===== config.mk =====
export PLATFORM = sky130hd
export DESIGN_NAME = pc_sequencer
export DESIGN_NICKNAME = d
export VERILOG_FILES = /design/src/rtl/cpu_pkg.sv /design/src/rtl/pc_sequencer_ret_stack.sv /design/src/rtl/pc_sequencer.sv
export SDC_FILE = /design/constraint.sdc
export NUM_CORES = 1
export LEC_CHECK = 0
export ABC_AREA = 1
export BUFFER_PORTS_ARGS = -buffer_cell sky130_fd_sc_hd__buf_2
export CAP_MARGIN = 20
export CORE_ASPECT_RATIO = 0.75
export CORE_UTILIZATION = 55
export CTS_BUF_LIST = sky130_fd_sc_hd__clkbuf_4
export DETAILED_ROUTE_END_ITERATION = 8
export PLACE_DENSITY = 0.77
export SKIP_LAST_GASP = 1
export SLEW_MARGIN = 40
export SYNTH_ARGS = -nofsm -noshare
export SYNTH_HDL_FRONTEND = slang
export SYNTH_HIERARCHICAL = 1
export SYNTH_SLANG_ARGS = --single-unit

===== constraint.sdc =====
create_clock -name clk -period 5 [get_ports clk]
set_input_delay 1 -clock clk [delete_from_list [all_inputs] [get_ports clk]]
set_output_delay 1 -clock clk [all_outputs]
set_load 0.01 [all_outputs]

===== src/rtl/cpu_pkg.sv =====
// Shared definitions for the 5-bit-opcode core: opcode values and the
// sequencer state type, used by both the PC sequencer and the control decoder.
package cpu_pkg;

   localparam int OPW = 5;

   localparam logic [OPW-1:0] OP_JE    = 5'b00011;
   localparam logic [OPW-1:0] OP_JZ    = 5'b00100;
   localparam logic [OPW-1:0] OP_STORE = 5'b01001;
   localparam logic [OPW-1:0] OP_LOAD  = 5'b01010;
   localparam logic [OPW-1:0] OP_CALL  = 5'b01011;
   localparam logic [OPW-1:0] OP_RET   = 5'b01100;
   localparam logic [OPW-1:0] OP_HALT  = 5'b11111;

   typedef enum logic [1:0] {
      IDLE,
      RUN,
      LOAD_WAIT,
      HALT
   } seq_state_t;

endpackage


===== src/rtl/pc_sequencer_ret_stack.sv =====
// Return-address LIFO for CALL/RET. The top entry is visible on dout
// combinationally so a RET can redirect the PC in the same cycle.
module ret_stack #(
   parameter int PCW   = 10,
   parameter int DEPTH = 4
) (
   input  logic           clk,
   input  logic           reset,
   input  logic           push,
   input  logic           pop,
   input  logic [PCW-1:0] din,
   output logic [PCW-1:0] dout,
   output logic           full,
   output logic           empty
);

   localparam int AW  = $clog2(DEPTH);
   localparam int SPW = AW + 1;

   logic [PCW-1:0] r_mem [DEPTH];
   logic [SPW-1:0] r_sp;
   logic [AW-1:0]  w_top;

   assign w_top = r_sp[AW-1:0] - AW'(1);
   assign dout  = r_mem[w_top];
   assign full  = (r_sp == SPW'(DEPTH));
   assign empty = (r_sp == '0);

   always_ff @(posedge clk) begin
      if (reset) begin
         r_sp <= '0;
      end else if (push) begin
         r_sp <= r_sp + SPW'(1);
      end else if (pop) begin
         r_sp <= r_sp - SPW'(1);
      end
   end

   // Entry contents need no reset; only the pointer defines what is valid.
   always_ff @(posedge clk) begin
      if (push) begin
         r_mem[r_sp[AW-1:0]] <= din;
      end
   end

endmodule


===== src/rtl/pc_sequencer.sv =====
// Program-counter sequencer: owns the PC and return stack, resolves JE/JZ
// against ALU flags, stalls one cycle on LOAD and handles start/halt/fault.
module pc_sequencer #(
   parameter int PCW   = 10,
   parameter int OPW   = 5,
   parameter int DEPTH = 4
) (
   input  logic           clk,
   input  logic           reset,
   input  logic           start,
   input  logic [PCW-1:0] start_addr,
   input  logic [OPW-1:0] opcode,
   input  logic [PCW-1:0] target,
   input  logic           flag_eq,
   input  logic           flag_zero,
   output logic [PCW-1:0] pc,
   output logic           stall,
   output logic           done,
   output logic           fault,
   output logic           busy
);

   import cpu_pkg::*;

   seq_state_t     r_state;
   seq_state_t     w_state_nxt;
   logic [PCW-1:0] r_pc;
   logic [PCW-1:0] w_pc_nxt;
   logic [PCW-1:0] w_pc_inc;
   logic [PCW-1:0] w_stk_dout;
   logic           r_done;
   logic           r_fault;
   logic           w_done_nxt;
   logic           w_fault_nxt;
   logic           w_push;
   logic           w_pop;
   logic           w_clr;
   logic           w_full;
   logic           w_empty;
   logic           w_stk_rst;

   assign w_pc_inc  = r_pc + PCW'(1);
   assign w_stk_rst = reset | w_clr;

   ret_stack #(
      .PCW   (PCW),
      .DEPTH (DEPTH)
   ) u_ret_stack (
      .clk   (clk),
      .reset (w_stk_rst),
      .push  (w_push),
      .pop   (w_pop),
      .din   (w_pc_inc),
      .dout  (w_stk_dout),
      .full  (w_full),
      .empty (w_empty)
   );

   always_ff @(posedge clk) begin
      if (reset) begin
         r_state <= IDLE;
         r_pc    <= '0;
         r_done  <= 1'b0;
         r_fault <= 1'b0;
      end else begin
         r_state <= w_state_nxt;
         r_pc    <= w_pc_nxt;
         r_done  <= w_done_nxt;
         r_fault <= w_fault_nxt;
      end
   end

   always_comb begin
      w_state_nxt = r_state;
      w_pc_nxt    = r_pc;
      w_done_nxt  = r_done;
      w_fault_nxt = r_fault;
      w_push      = 1'b0;
      w_pop       = 1'b0;
      w_clr       = 1'b0;
      case (r_state)
         IDLE: begin
            if (start) begin
               w_pc_nxt    = start_addr;
               w_clr       = 1'b1;
               w_state_nxt = RUN;
            end
         end
         RUN: begin
            case (opcode)
               OP_JE:    w_pc_nxt = flag_eq   ? target : w_pc_inc;
               OP_JZ:    w_pc_nxt = flag_zero ? target : w_pc_inc;
               OP_STORE: w_pc_nxt = w_pc_inc;
               OP_CALL: begin
                  if (!w_full) begin
                     w_push   = 1'b1;
                     w_pc_nxt = target;
                  end else begin
                     w_fault_nxt = 1'b1;
                     w_state_nxt = HALT;
                  end
               end
               OP_RET: begin
                  if (!w_empty) begin
                     w_pop    = 1'b1;
                     w_pc_nxt = w_stk_dout;
                  end else begin
                     w_fault_nxt = 1'b1;
                     w_state_nxt = HALT;
                  end
               end
               OP_LOAD:  w_state_nxt = LOAD_WAIT;
               OP_HALT: begin
                  w_done_nxt  = 1'b1;
                  w_state_nxt = HALT;
               end
               default:  w_pc_nxt = w_pc_inc;
            endcase
         end
         LOAD_WAIT: begin
            w_pc_nxt    = w_pc_inc;
            w_state_nxt = RUN;
         end
         HALT: begin
            if (start) begin
               w_done_nxt  = 1'b0;
               w_fault_nxt = 1'b0;
               w_pc_nxt    = start_addr;
               w_clr       = 1'b1;
               w_state_nxt = RUN;
            end
         end
         default: w_state_nxt = IDLE;
      endcase
   end

   // Stall only in the LOAD issue cycle; LOAD_WAIT is the commit cycle.
   always_comb begin
      stall = (r_state == RUN) && (opcode == OP_LOAD);
      busy  = (r_state == RUN) || (r_state == LOAD_WAIT);
   end

   assign pc    = r_pc;
   assign done  = r_done;
   assign fault = r_fault;

endmodule


* Word level (Yosys, flattened, before mapping) *
Memory sizes are Yosys's and may differ from the RTL's.
Cells that the tools add are included.

operators by class
  $add $sub $neg = 4
  equal/unequal tests = 20
  muxes and demuxes = 31
  bitwise logic cells = 1
  reduce and logical (&&, ||, !) cells = 12

operators by type and width
  kind                                            count
  two-way mux 10 bit                              5
  case mux 10 bit (5 select lines)                1
  case mux 10 bit (3 select lines)                1
  == test 5 x 4 -> 1 bit (second input constant)  3
  two-way mux 1 bit                               14
  != test 3 bit (second input constant)           4
  adder 10 x 1 -> 10 bit (second input constant)  1
  case mux 2 bit (4 select lines)                 1
  AND reduction 4 bit                             2
  two-way mux 2 bit                               3
  two-way mux 3 bit                               2
  case mux 1 bit (2 select lines)                 3
  case mux 2 bit (3 select lines)                 1
  == test 5 x 2 -> 1 bit (second input constant)  1
  == test 5 x 3 -> 1 bit (second input constant)  1
  == test 5 bit (second input constant)           1
  != test 5 x 1 -> 1 bit (second input constant)  1
  AND reduction 5 bit                             1
  == test 2 bit (second input constant)           2
  != test 2 x 1 -> 1 bit (second input constant)  2
  != test 2 bit (second input constant)           2
  nonzero test 2 bit                              2
  OR reduction 2 bit                              2
  adder 3 x 1 -> 3 bit (second input constant)    1
  other kinds (11)                                11

storage, ports and cells
  bits in registers = 17
  memory bits (writable) = 40
  output and inout bits = 14
  word-level logic and storage cells = 74
  memories = 1

memories
  memory             words  width  read ports  clocked after memory_dff  write ports  line                          text
  u_ret_stack.r_mem  4      10     1           0                         1            pc_sequencer_ret_stack.sv:20  logic [PCW-1:0] r_mem [DEPTH];

* Depth between registers and ports, before layout *
Gate-level depths: netlist of the first run.

  depth in word-level cells = 6
  mapped depth = 14
  gate-level depth less buffers = 13

* Cells and area by module *
Netlist of the first run, hierarchy kept.

by module, submodules not included
  module        instances  cells each  area an instance (µm²)  seq. area each (µm²)
  ret_stack     1          133         1737.9                  1261.2
  pc_sequencer  1          281         1510.2                  280.3

* Worst setup path after synthesis of the first run *
OpenSTA, ideal clock, no wires.

  path kind = in2reg
  start = input port opcode[1]
  end = register u_ret_stack.r_sp[2]
  library setup time = 0.115 ns
  data arrival time = 2.694 ns
  required time = 4.885 ns
  slack = 2.191 ns
  stages = 10
  buffers on the path = 0
  cell sequence = nand2_1 > nor2_4 > nand2_2 > nor3_1 > inv_2 > fa_1 > inv_1 > nand2_1 > a21oi_1 > nor2_1

on the way
  word-level cells in the longest chain between the ends = 4

RTL lines
  element                                                         line                          text
  from (decl)                                                     pc_sequencer.sv:12            input logic [OPW-1:0] opcode,
  == test 5 x 4 -> 1 bit (*)                                      pc_sequencer.sv:90            case (opcode)
  two-way mux 1 bit (*)                                           pc_sequencer.sv:90
  two-way mux 1 bit (*)                                           pc_sequencer.sv:81            case (r_state)
  net w_push                                                      pc_sequencer.sv:35            logic w_push;
  two-way mux 3 bit / nonzero test 2 bit (equally long branches)  --
  to (signal assigned)                                            pc_sequencer_ret_stack.sv:33  r_sp <= r_sp + SPW'(1);
  to (signal assigned)                                            pc_sequencer_ret_stack.sv:35  r_sp <= r_sp - SPW'(1);
  to (decl)                                                       pc_sequencer_ret_stack.sv:21  logic [SPW-1:0] r_sp;

Mark *: on every way through the listed nets, which the timed path passes. The rest lies on a longest branch.
A chain may end at the register's enable or synchronous reset.

* Worst setup path after layout of the first run *
  start = register u_ret_stack.r_sp[0]
  end = register u_ret_stack.r_sp[2]

on the way
  word-level cells in the longest chain between the ends = 5

RTL lines
  element                                                         line                          text
  == test 3 bit (*)                                               pc_sequencer_ret_stack.sv:26  assign full = (r_sp == SPW'(DEPTH));
  net w_full                                                      pc_sequencer.sv:38            logic w_full;
  two-way mux 1 bit (*)                                           pc_sequencer.sv:95            if (!w_full) begin
  two-way mux 1 bit (*)                                           pc_sequencer.sv:90
  two-way mux 1 bit (*)                                           pc_sequencer.sv:81
  net w_push                                                      pc_sequencer.sv:35
  two-way mux 3 bit / nonzero test 2 bit (equally long branches)  --

Mark *: on every way through the listed nets, which the timed path passes. The rest lies on a longest branch. The select of a mux whose other input is x is not followed.

==> out/metrics.json, run 1 <==
{
  "result_of_the_run": {"value": "finished, final reports clean"},
  "cts.repair_timing.setup_buffer_count": {"value": 0},
  "syn_avg_cell_area": {"value": 7.846, "unit": "µm²"},
  "grt_usage": {"value": 26.54, "unit": "%"},
  "worst_setup_path_startpoint": {"value": "u_ret_stack/r_sp[0]$_SDFFE_PP0P_"},
  "cts_made_buffers": {"value": 9},
  "grt_util_met1": {"value": 37.38, "unit": "%"},
  "grt_setup_unrepaired": {"value": "false"},
  "cts_tree": {"value": "done"},
  "fillers": {"value": 490},
  "synthTopCellsByArea": {"value": "sky130_fd_sc_hd__edfxtp_1 37%, sky130_fd_sc_hd__nand2_1 13%, sky130_fd_sc_hd__dfxtp_1 10%"},
  "post_cts_resize_count": {"value": 0},
  "antenna_found_initial": {"value": 0},
  "portBuffers": {"value": 43},
  "critPathBufInv": {"value": 5},
  "seq_area_frac_synth": {"value": 47.46, "unit": "%"},
  "cells_after_synthesis": {"value": 414},
  "most_common_cell_after_layout_fill_and_taps_aside": {"value": "sky130_fd_sc_hd__nand2_1"},
  "rows": {"value": 23},
  "hold_path_class": {"value": "reg2reg"},
  "ios": {"value": 44},
  "worst-setup-path-type": {"value": "reg2reg"},
  "cts_max_path_buffers": {"value": 2},
  "totalWireLength": {"value": 7616, "unit": "µm"},
  "clkLatencyLatePin": {"value": 0.41, "unit": "ns"},
  "worst-slew-pin-transition": {"value": 0.7512, "unit": "ns"},
  "timing.critical_path.from_type": {"value": "flip-flop"},
  "maximum_number_of_pins_on_one_net_before_global_route_repair": {"value": 25},
  "vias_in_the_first_global_route": {"value": 2534},
  "rr_worst_depth": {"value": 14},
  "postSynthNetCount": {"value": 453},
  "tritoncts_num_sinks": {"value": 57},
  "layoutNonFillerInstCount": {"value": 539},
  "synth.cell_area": {"value": 3248, "unit": "µm²"},
  "layout-drive-gt1-share": {"value": 16.59, "unit": "%"},
  "skew": {"value": 0.02003, "unit": "ns"},
  "setup_total_negative_slack": {"value": 0, "unit": "ns"},
  "grt_busiest_layer": {"value": "met2"},
  "mostFrequentLayoutCells": {"value": "116 x sky130_fd_sc_hd__nand2_1, 47 x sky130_fd_sc_hd__nor2_1, 43 x sky130_fd_sc_hd__buf_2"},
  "worst_reg2reg_setup_slack": {"value": 2.07, "unit": "ns"},
  "dr_total_vias": {"value": 2939},
  "timing.rr.start": {"value": "u_ret_stack/r_sp[0]$_SDFFE_PP0P_"},
  "met2_usage": {"value": 40.72, "unit": "%"},
  "setup-violations-final": {"value": 0},
  "crit_family": {"value": "flip-flops"},
  "max_slew_margin": {"value": 49.85, "unit": "%"},
  "drt-vias-per-instance": {"value": 5.453},
  "period_needed": {"value": 2.926, "unit": "ns"},
  "grt_pass1_wl": {"value": 12160, "unit": "µm"},
  "path_cells": {"value": "inv_2 -> ha_1 -> nand2_1 -> inv_1 -> nor3_1 -> buf_4 -> inv_2 -> fa_1 -> inv_1 -> nand2_1 -> nand2_1 -> nand3_1 -> nand2_1 -> nor2_1"},
  "critical_path.slowest_cell": {"value": "sky130_fd_sc_hd__dfxtp_1"},
  "cp.depth": {"value": 14},
  "power-per-cell-area": {"value": 359.5, "unit": "nW/µm²"},
  "ys_warns": {"value": 6},
  "route.detailed.drc": {"value": 0},
  "cpPeakStageDelay": {"value": 0.82, "unit": "ns"},
  "initialDrtViolationCount": {"value": 195},
  "placed_instance_count": {"value": 523},
  "finish.net_count": {"value": 498},
  "place_hpwl": {"value": 5707, "unit": "µm"},
  "worstReg2RegEnd": {"value": "u_ret_stack/r_sp[2]$_SDFFE_PP0P_"},
  "final_antenna_net_count": {"value": 0},
  "worstSetupEndpointType": {"value": "flip-flop"},
  "crit_arrival": {"value": 3.24, "unit": "ns"},
  "power_leakage": {"value": 1.629, "unit": "nW"},
  "initial_utilization": {"value": 58.79, "unit": "%"},
  "synth_seq_cells": {"value": 57},
  "timing.final.hold_violations": {"value": 0},
  "critPathMaxFanout": {"value": 24},
  "yosys.area.top_type": {"value": "sky130_fd_sc_hd__edfxtp_1"},
  "cts.htree.levels": {"value": 3},
  "grtUsageMet3": {"value": 7.237, "unit": "%"},
  "drv_cap": {"value": 0},
  "crit_end": {"value": "u_ret_stack/r_sp[2]$_SDFFE_PP0P_"},
  "die_height": {"value": 68.55, "unit": "µm"},
  "area_growth": {"value": 12.06, "unit": "%"},
  "wl_per_cell": {"value": 14.13, "unit": "µm"},
  "cpMostUsedCell": {"value": "sky130_fd_sc_hd__nand2_1"},
  "die_width": {"value": 90.74, "unit": "µm"},
  "power.ir.vdd_worst": {"value": 0.2151, "unit": "mV"},
  "unique_cell_type_count_in_the_yosys_netlist": {"value": 35},
  "clkTransAtPathRegs": {"value": 0.10, "unit": "ns"},
  "placeable_area": {"value": 5525, "unit": "µm²"},
  "min_period_over_period": {"value": 58.52, "unit": "%"},
  "cp.required": {"value": 5.32, "unit": "ns"},
  "grt_remaining_overflow": {"value": 0},
  "cts_hold_repair.buffers": {"value": 0},
  "firstDrtPassIters": {"value": 5},
  "yosys.area.top_type_share": {"value": 36.98, "unit": "%"},
  "fmax": {"value": 341.7, "unit": "MHz"},
  "die_area": {"value": 6220, "unit": "µm²"},
  "worst_hold_slack": {"value": 0.4970, "unit": "ns"},
  "cts_root_buf": {"value": "sky130_fd_sc_hd__clkbuf_4"},
  "timing_max_transition_violations_final": {"value": 0},
  "gp_routability_congestion": {"value": 0.9142},
  "final_util": {"value": 65.87, "unit": "%"},
  "antenna_cells": {"value": 0}
}
==> where the power goes <==
group | switching (W) | internal [W] | total [W] | leakage (nW)
Sequential | 0.0000360 | 0.000562 | 0.000598 | 0.505
Combinational | 0.000257 | 0.000125 | 0.000382 | 1.05
Clock | 0.000165 | 0.000163 | 0.000328 | 0.0768
Total | 0.000458 | 0.000850 | 0.00131 | 1.63
==> per-layer routing <==
metal | up-vias | part of all wire, %
li1 | 1469 | -
met3 | 7 | 10
met4 | 0 | 0.97
met1 | 1314 | 47
met2 | 149 | 42
met5 | - | 0
==> cell families after synthesis <==
kind of cell | after synthesis | share of synthesized area, %
and+or+nand+nor | 211 | 27.70
buffers and inverters | 59 | 7.742
adders and majority gates | 9 | 3.698
AOI/OAI and AO/OA | 76 | 12.87
xor gates and xnor gates | 2 | 0.5394
DFF | 57 | 47.46
==> metrics by stage <==
step                 power, W  worst slack [ns]  cell area, µm²
detailed placement  0.0009854             2.085            3501
finish               0.001308             2.074            3640
global placement    0.0009751             2.192            3501
floorplan           0.0008611             2.191            3248
global route         0.001382             1.735            3640
CTS                  0.001309             2.064            3640
==> registers in the layout (all words and copies together), names as in the netlist <==
signal and cells:
pc 10, fault 1, r_state 2, u_ret_stack/r_mem 40, done 1, u_ret_stack/r_sp 3
==> worst register-to-register path, stage by stage (launching register included) <==
cell and delay (ns):
sky130_fd_sc_hd__dfxtp_1 0.82, sky130_fd_sc_hd__inv_2 0.35, sky130_fd_sc_hd__ha_1 0.35, sky130_fd_sc_hd__nand2_1 0.08, sky130_fd_sc_hd__inv_1 0.04, sky130_fd_sc_hd__nor3_1 0.16
sky130_fd_sc_hd__buf_4 0.19, sky130_fd_sc_hd__inv_2 0.06, sky130_fd_sc_hd__fa_1 0.41, sky130_fd_sc_hd__inv_1 0.08, sky130_fd_sc_hd__nand2_1 0.05, sky130_fd_sc_hd__nand2_1 0.08
sky130_fd_sc_hd__nand3_1 0.07, sky130_fd_sc_hd__nand2_1 0.06, sky130_fd_sc_hd__nor2_1 0.04
==> layout make-up <==
class	count	area, µm²	share of cell area (%)
flip-flops and latches	57	1541	42.35
multi-input cells	298	1455	39.98
repair buffers	45	230.2	6.325
inverters	48	180.2	4.950
well taps	75	93.84	2.578
clock buffers	11	82.58	2.269
clock inverters	5	56.30	1.547
==> synthesized netlist by cell type (all sizes together) <==
master,number
o21a,1
dfxtp,17
a21boi,1
fa,1
buf,8
inv,45
nand3,32
nor2,51
nand4,5
a21o,1
or2,1
o22ai,10
a221oi,1
a21oi,32
o21ai,29
nor3,4
nand2,117
edfxtp,40
and2,1
a22oi,1
xor2,2
clkinv,3
clkbuf,3
ha,8
==> worst min path at each step <==
stage / slack (ns) / startpoint / depth (start not counted) / endpoint
after global placement: 0.45 / fault$_SDFFE_PP0P_ / 2 / fault$_SDFFE_PP0P_
after CTS: 0.49 / fault$_SDFFE_PP0P_ / 2 / fault$_SDFFE_PP0P_
final: 0.50 / fault$_SDFFE_PP0P_ / 2 / fault$_SDFFE_PP0P_
after detailed placement: 0.46 / fault$_SDFFE_PP0P_ / 2 / fault$_SDFFE_PP0P_
after global routing: 0.53 / fault$_SDFFE_PP0P_ / 2 / fault$_SDFFE_PP0P_
after floorplan: 0.47 / r_state[0]$_SDFFE_PP0P_ / 2 / r_state[0]$_SDFFE_PP0P_
Power figures use the tool's default switching activity.
==> inputs of run 2 (changes only) <==
- clock period: 5 -> 2.9 ns (I/O delays scaled with it)
==> out/metrics.json, run 2 (synthesis results as in run 1) <==
{
  "final_design_area_no_fill": {"value": 3692, "unit": "µm²"},
  "vias_in_the_first_global_route": {"value": 2606},
  "timing.rr.start": {"value": "u_ret_stack/r_sp[1]$_SDFFE_PP0P_"},
  "largest_register_ffs": {"value": 40},
  "cts_max_path_buffers": {"value": 2},
  "power": {"value": 0.002385, "unit": "W"},
  "totalWireLength": {"value": 8019, "unit": "µm"},
  "die_width": {"value": 90.74, "unit": "µm"},
  "place_hpwl": {"value": 5959, "unit": "µm"},
  "fillers": {"value": 473},
  "skew": {"value": 0.01444, "unit": "ns"},
  "cts.htree.levels": {"value": 3},
  "cts_made_buffers": {"value": 9},
  "finish.net_count": {"value": 501},
  "die_height": {"value": 68.55, "unit": "µm"},
  "grt_pass1_wl": {"value": 12860, "unit": "µm"},
  "grt_remaining_overflow": {"value": 0},
  "worstSetupEndpointType": {"value": "output port"},
  "gp_routability_congestion": {"value": 0.9906},
  "cts.repair_timing.setup_buffer_count": {"value": 0},
  "mostFrequentLayoutCells": {"value": "116 x sky130_fd_sc_hd__nand2_1, 47 x sky130_fd_sc_hd__nor2_1, 43 x sky130_fd_sc_hd__buf_2"},
  "timing.critical_path.from_type": {"value": "flip-flop"},
  "dpl_cell_area": {"value": 3523, "unit": "µm²"},
  "tritoncts_num_sinks": {"value": 57},
  "dr_total_vias": {"value": 3000},
  "timing_max_transition_violations_final": {"value": 0},
  "wl_per_cell": {"value": 14.80, "unit": "µm"},
  "crit_end": {"value": "busy"},
  "worst_hold_slack": {"value": 0.3988, "unit": "ns"},
  "cts_tree": {"value": "done"},
  "critPathMaxFanout": {"value": 12},
  "grt_setup_unrepaired": {"value": "false"},
  "portBuffers": {"value": 43},
  "worst-slew-pin-transition": {"value": 0.5978, "unit": "ns"},
  "most_common_cell_after_layout_fill_and_taps_aside": {"value": "sky130_fd_sc_hd__nand2_1"},
  "initialDrtViolationCount": {"value": 208},
  "firstDrtPassIters": {"value": 5},
  "power_leakage": {"value": 1.649, "unit": "nW"},
  "hold_path_class": {"value": "in2reg"},
  "min_period_over_period": {"value": 76.54, "unit": "%"},
  "worst-setup-path-type": {"value": "reg2out"},
  "antenna_found_initial": {"value": 0},
  "worst_setup_path_startpoint": {"value": "r_state[0]$_SDFFE_PP0P_"},
  "antenna_cells": {"value": 0},
  "grt_usage": {"value": 27.98, "unit": "%"},
  "setup-violations-final": {"value": 0},
  "clkTransAtPathRegs": {"value": 0.11, "unit": "ns"},
  "fmax": {"value": 450.5, "unit": "MHz"},
  "clkLatencyLatePin": {"value": 0.41, "unit": "ns"},
  "power.ir.vdd_worst": {"value": 0.5463, "unit": "mV"},
  "placeable_area": {"value": 5525, "unit": "µm²"},
  "route.detailed.drc": {"value": 0},
  "setup_total_negative_slack": {"value": 0, "unit": "ns"},
  "result_of_the_run": {"value": "finished, final reports clean"},
  "period_needed": {"value": 2.220, "unit": "ns"},
  "rr_worst_depth": {"value": 13},
  "cp.required": {"value": 2.32, "unit": "ns"},
  "crit_arrival": {"value": 1.64, "unit": "ns"},
  "die_area": {"value": 6220, "unit": "µm²"},
  "timing.final.hold_violations": {"value": 0},
  "seqCellArea": {"value": 1541, "unit": "µm²"},
  "rows": {"value": 23},
  "drv_cap": {"value": 0},
  "power-per-cell-area": {"value": 645.8, "unit": "nW/µm²"},
  "initial_utilization": {"value": 58.79, "unit": "%"},
  "drt-vias-per-instance": {"value": 5.535},
  "cts_root_buf": {"value": "sky130_fd_sc_hd__clkbuf_4"},
  "post_cts_resize_count": {"value": 0},
  "max_slew_margin": {"value": 60.01, "unit": "%"},
  "ios": {"value": 44},
  "cts_hold_repair.buffers": {"value": 0},
  "maximum_number_of_pins_on_one_net_before_global_route_repair": {"value": 24},
  "final_util": {"value": 66.83, "unit": "%"},
  "multi_input_comb_area": {"value": 1455, "unit": "µm²"},
  "layout-drive-gt1-share": {"value": 17.13, "unit": "%"},
  "area_growth": {"value": 13.67, "unit": "%"},
  "worst_reg2reg_setup_slack": {"value": 0.71, "unit": "ns"},
  "worstReg2RegEnd": {"value": "u_ret_stack/r_sp[2]$_SDFFE_PP0P_"},
  "final_antenna_net_count": {"value": 0}
}
[run 2: cell types whose count changed in the layout (fill, tap and decap cells not counted)]
cell / before / now
sky130_fd_sc_hd__buf_4: 2 / 5
sky130_fd_sc_hd__clkbuf_4: 11 / 9
sky130_fd_sc_hd__clkinv_2: 2 / 0
sky130_fd_sc_hd__inv_6: 0 / 2
sky130_fd_sc_hd__bufinv_16: 1 / 2
sky130_fd_sc_hd__clkinvlp_4: 1 / 2
[run 2: worst min-delay path by stage]
stage / from / endpoint / slack, ns / cells after the start
floorplan: r_state[0]$_SDFFE_PP0P_ / r_state[0]$_SDFFE_PP0P_ / 0.47 / 2
global placement: fault$_SDFFE_PP0P_ / fault$_SDFFE_PP0P_ / 0.45 / 2
detailed placement: fault$_SDFFE_PP0P_ / fault$_SDFFE_PP0P_ / 0.47 / 2
CTS: reset / pc[1]$_SDFFE_PP0P_ / 0.37 / 2
global route: reset / pc[1]$_SDFFE_PP0P_ / 0.38 / 2
finish: reset / pc[6]$_SDFFE_PP0P_ / 0.40 / 2
[run 2: per-layer routing]
layer	GRT usage, %	part of all wire [%]
met1	39.15	46
met2	42.90	43
met3	7.785	9.1
met4	8.266	1.4
met5	0	0
[run 2: power by group]
| part | leakage, nW | total [W] | internal, W | switching (W) |
|---|---|---|---|---|
| clock network | 0.0831 | 0.000689 | 0.000356 | 0.000332 |
| registers | 0.505 | 0.00103 | 0.000969 | 0.0000605 |
| logic | 1.06 | 0.000666 | 0.000221 | 0.000445 |
[run 2: layout make-up]
| class | count | area share, % |
|---|---|---|
| well taps | 75 | 2.542 |
| clock inverters | 7 | 2.745 |
| multi-input cells | 298 | 39.41 |
| flip-flops and latches | 57 | 41.75 |
| clock buffers | 9 | 1.830 |
| inverters | 48 | 4.880 |
| repair buffers | 48 | 6.845 |
[run 2: worst max-delay path, stage by stage (launching register included)]
cell and delay [ns]:
sky130_fd_sc_hd__dfxtp_1 0.38, sky130_fd_sc_hd__inv_1 0.07, sky130_fd_sc_hd__ha_1 0.53, sky130_fd_sc_hd__inv_1 0.10, sky130_fd_sc_hd__buf_2 0.15
[run 2: stage by stage]
stage | setup WS, ns | std cells
5_1_grt | 0.5366 | 542
4_1_cts | 0.6575 | 542
2_1_floorplan | 0.4092 | 414
6_report | 0.6804 | 542
3_5_place_dp | 0.5456 | 526
3_3_place_gp | 0.6686 | 526
==> inputs of run 3 (changes only) <==
- ABC_AREA: 1 -> 0
- clock period: 2.9 -> 2.3 ns (I/O delays scaled with it)
==> out/metrics.json, run 3 <==
{
  "result_of_the_run": {"value": "finished, final reports clean"},
  "antenna_found_initial": {"value": 0},
  "grt_remaining_overflow": {"value": 0},
  "power.ir.vdd_worst": {"value": 0.5366, "unit": "mV"},
  "share_comb_of_total_power": {"value": 25.2, "unit": "%"},
  "unique_cell_type_count_in_the_yosys_netlist": {"value": 53},
  "fmax": {"value": 450.8, "unit": "MHz"},
  "die_height": {"value": 66.11, "unit": "µm"},
  "initialDrtViolationCount": {"value": 220},
  "timing.rr.start": {"value": "u_ret_stack/r_sp[0]$_SDFFE_PP0P_"},
  "critPathBufInv": {"value": 1},
  "wl_per_cell": {"value": 18.59, "unit": "µm"},
  "hold_path_class": {"value": "in2reg"},
  "crit_end": {"value": "pc[2]$_SDFFE_PP0P_"},
  "final.setup.worst_slack": {"value": 0.08185, "unit": "ns"},
  "most_common_cell_after_layout_fill_and_taps_aside": {"value": "sky130_fd_sc_hd__buf_2"},
  "min_period_over_period": {"value": 96.44, "unit": "%"},
  "power-per-cell-area": {"value": 677.1, "unit": "nW/µm²"},
  "power_leakage": {"value": 1.350, "unit": "nW"},
  "place_hpwl": {"value": 5090, "unit": "µm"},
  "grt_pass1_wl": {"value": 11160, "unit": "µm"},
  "postSynthNetCount": {"value": 278},
  "firstDrtPassIters": {"value": 4},
  "postSynth.topFlopCell": {"value": "sky130_fd_sc_hd__edfxtp_1"},
  "pre_cts_slack": {"value": -0.03201, "unit": "ns"},
  "dr_total_vias": {"value": 2215},
  "synth_enable_flop_cells": {"value": 40},
  "worstReg2RegEnd": {"value": "pc[2]$_SDFFE_PP0P_"},
  "cts_made_buffers": {"value": 9},
  "yosys.area.top_type_share": {"value": 39.85, "unit": "%"},
  "met2_usage": {"value": 42.19, "unit": "%"},
  "layout-drive-gt1-share": {"value": 39.47, "unit": "%"},
  "grtUsageMet3": {"value": 7.491, "unit": "%"},
  "power.switching": {"value": 0.0007666, "unit": "W"},
  "largest_register_ffs": {"value": 40},
  "rr_worst_depth": {"value": 8},
  "cp.depth": {"value": 8},
  "cts_max_path_buffers": {"value": 2},
  "multi_input_comb_area": {"value": 1428, "unit": "µm²"},
  "timing.critical_path.from_type": {"value": "flip-flop"},
  "mostFrequentLayoutCells": {"value": "43 x sky130_fd_sc_hd__buf_2, 40 x sky130_fd_sc_hd__edfxtp_1, 19 x sky130_fd_sc_hd__buf_4"},
  "cts.htree.levels": {"value": 3},
  "cp.required": {"value": 2.58, "unit": "ns"},
  "clkTransAtPathRegs": {"value": 0.09, "unit": "ns"},
  "die_area": {"value": 5783, "unit": "µm²"},
  "cts_tree": {"value": "done"},
  "antenna_cells": {"value": 0},
  "timing.final.hold_violations": {"value": 0},
  "seqCellArea": {"value": 1549, "unit": "µm²"},
  "worst-slew-pin-transition": {"value": 0.5648, "unit": "ns"},
  "worst_setup_path_startpoint": {"value": "u_ret_stack/r_sp[0]$_SDFFE_PP0P_"},
  "clkLatencyLatePin": {"value": 0.39, "unit": "ns"},
  "syn_avg_cell_area": {"value": 12.61, "unit": "µm²"},
  "grt_busiest_layer": {"value": "met2"},
  "worst-setup-path-type": {"value": "reg2reg"},
  "maximum_number_of_pins_on_one_net_before_global_route_repair": {"value": 16},
  "vias_in_the_first_global_route": {"value": 2185},
  "worstSetupEndpointType": {"value": "flip-flop"},
  "route.detailed.drc": {"value": 0},
  "sequentialPowerShare": {"value": 50.9, "unit": "%"},
  "cpPeakStageDelay": {"value": 0.53, "unit": "ns"},
  "internal_cell_power": {"value": 0.001681, "unit": "W"},
  "ys_async_rst_share": {"value": 0, "unit": "%"},
  "totalWireLength": {"value": 6989, "unit": "µm"},
  "crit_arrival": {"value": 2.50, "unit": "ns"},
  "grt_setup_unrepaired": {"value": "false"},
  "ys_warns": {"value": 6},
  "drv_cap": {"value": 0},
  "tritoncts_num_sinks": {"value": 57},
  "setup-violations-final": {"value": 0},
  "gp_routability_congestion": {"value": 0.8353},
  "final_antenna_net_count": {"value": 0},
  "placeable_area": {"value": 5092, "unit": "µm²"},
  "path_cells": {"value": "inv_8 -> ha_4 -> and2_4 -> and3b_1 -> or4_4 -> a41o_4 -> and2_2 -> a32o_1"},
  "layoutNonFillerInstCount": {"value": 376},
  "initial_utilization": {"value": 59.19, "unit": "%"},
  "area_growth": {"value": 19.93, "unit": "%"},
  "finish.net_count": {"value": 338},
  "cells_after_synthesis": {"value": 239},
  "placed_instance_count": {"value": 359},
  "rows": {"value": 22},
  "max_slew_margin": {"value": 62.08, "unit": "%"},
  "most_common_cell_in_the_netlist": {"value": "sky130_fd_sc_hd__edfxtp_1"},
  "die_width": {"value": 87.48, "unit": "µm"},
  "worst_hold_slack": {"value": 0.4486, "unit": "ns"},
  "ios": {"value": 44},
  "drt-vias-per-instance": {"value": 5.891},
  "grt_usage": {"value": 27.46, "unit": "%"},
  "synth.cell_area": {"value": 3014, "unit": "µm²"},
  "seq_area_frac_synth": {"value": 51.14, "unit": "%"},
  "grt_util_met1": {"value": 37.94, "unit": "%"},
  "switching_share": {"value": 31.32, "unit": "%"},
  "worst_reg2reg_setup_slack": {"value": 0.08, "unit": "ns"},
  "cts_root_buf": {"value": "sky130_fd_sc_hd__clkbuf_4"},
  "clock_share_of_power": {"value": 23.8, "unit": "%"},
  "crit_family": {"value": "simple AND/OR/NAND/NOR gates"},
  "min-delay-start": {"value": "start_addr[6]"},
  "fillers": {"value": 380},
  "synth_seq_cells": {"value": 57},
  "synthTopCellsByArea": {"value": "sky130_fd_sc_hd__edfxtp_1 40%, sky130_fd_sc_hd__dfxtp_1 11%, sky130_fd_sc_hd__mux4_2 7.5%"},
  "critPathMaxFanout": {"value": 7},
  "timing_max_transition_violations_final": {"value": 0},
  "period_needed": {"value": 2.218, "unit": "ns"},
  "skew": {"value": 0.01531, "unit": "ns"},
  "post_synth_most_frequent_cells": {"value": "40 x sky130_fd_sc_hd__edfxtp_1, 17 x sky130_fd_sc_hd__dfxtp_1, 17 x sky130_fd_sc_hd__inv_1"},
  "portBuffers": {"value": 43},
  "yosys.area.top_type": {"value": "sky130_fd_sc_hd__edfxtp_1"},
  "critical_path.slowest_cell": {"value": "sky130_fd_sc_hd__or4_4"}
}
-- run 3: cell types whose count changed after synthesis, sizes merged, moves of 12 or more --
cell    delta
inv       -28
o21ai     -19
nand2    -109
a21oi     -22
nand3     -22
nor2      -38
a221oi    +12
-- run 3: area by class of cell --
cell class	instances	share of cell area, %
multi-input combinational	151	39.49
sequential	57	42.85
clock inverter	5	0.6923
timing repair buffer	63	10.21
clock buffer	11	2.285
tap	72	2.492
inverter	17	1.973
-- run 3: power groups by stage --
stage	Clock, W	Combinational (W)	Sequential [W]
after floorplan	0	0.000383	0.00127
after global placement	0	0.000571	0.00127
after detailed placement	0	0.000580	0.00127
after CTS	0.000597	0.000596	0.00125
after global routing	0.000651	0.000672	0.00125
final	0.000584	0.000617	0.00125
-- run 3: worst min path at each step --
stage	cells past startpoint	to	slack [ns]
6_report	3	pc[6]$_SDFFE_PP0P_	0.45
5_1_grt	3	pc[6]$_SDFFE_PP0P_	0.43
2_1_floorplan	2	u_ret_stack/r_sp[1]$_SDFFE_PP0P_	0.49
4_1_cts	2	done$_SDFFE_PP0P_	0.43
3_5_place_dp	2	done$_SDFFE_PP0P_	0.52
3_3_place_gp	2	r_state[1]$_SDFFE_PP0P_	0.52
-- run 3: worst min-delay path, delay by kind of cell --
| family | cells | cell delay, ns |
|---|---|---|
| AO/OA/AOI/OAI | 2 | 0.27 |
| buffers and inverters | 1 | 0.07 |
-- run 3: metrics by stage --
step / area (µm²) / TNS (ns) / total power, W / util, %
2_1_floorplan: 3136 / -0.09695 / 0.001654 / -
3_3_place_gp: 3463 / -0.007985 / 0.001839 / 68.01
3_5_place_dp: 3463 / -0.08421 / 0.001850 / 68.01
4_1_cts: 3595 / 0 / 0.002440 / 70.59
5_1_grt: 3615 / 0 / 0.002576 / 70.98
6_report: 3615 / 0 / 0.002448 / 70.98
-- run 3: layer usage --
layer / wire (µm) / up-vias
met5: 0 / -
met4: 57 / 0
met3: 652 / 4
met2: 3254 / 81
met1: 3025 / 1070
li1: - / 1060
-- run 3: logic make-up (layout without fill, tap and decap cells) --
group | after synthesis | in the layout | share of synthesized area (%)
AOI/OAI and AO/OA | 61 | 61 | 17.39
xor gates and xnor gates | 9 | 9 | 2.615
adders and majority gates | 9 | 9 | 3.985
buffers and inverters | 31 | 96 | 4.981
DFF | 57 | 57 | 51.14
muxes | 12 | 12 | 8.136
and+or+nand+nor | 60 | 60 | 11.75
-- run 3: timing repair --
action,CTS,global route
cloned,0,0
hold buffers,0,0
buffers inserted,1,0
setup endpoints to repair,7,10
hold endpoints to repair,0,0
pin swaps,2,2
resized for setup,4,4
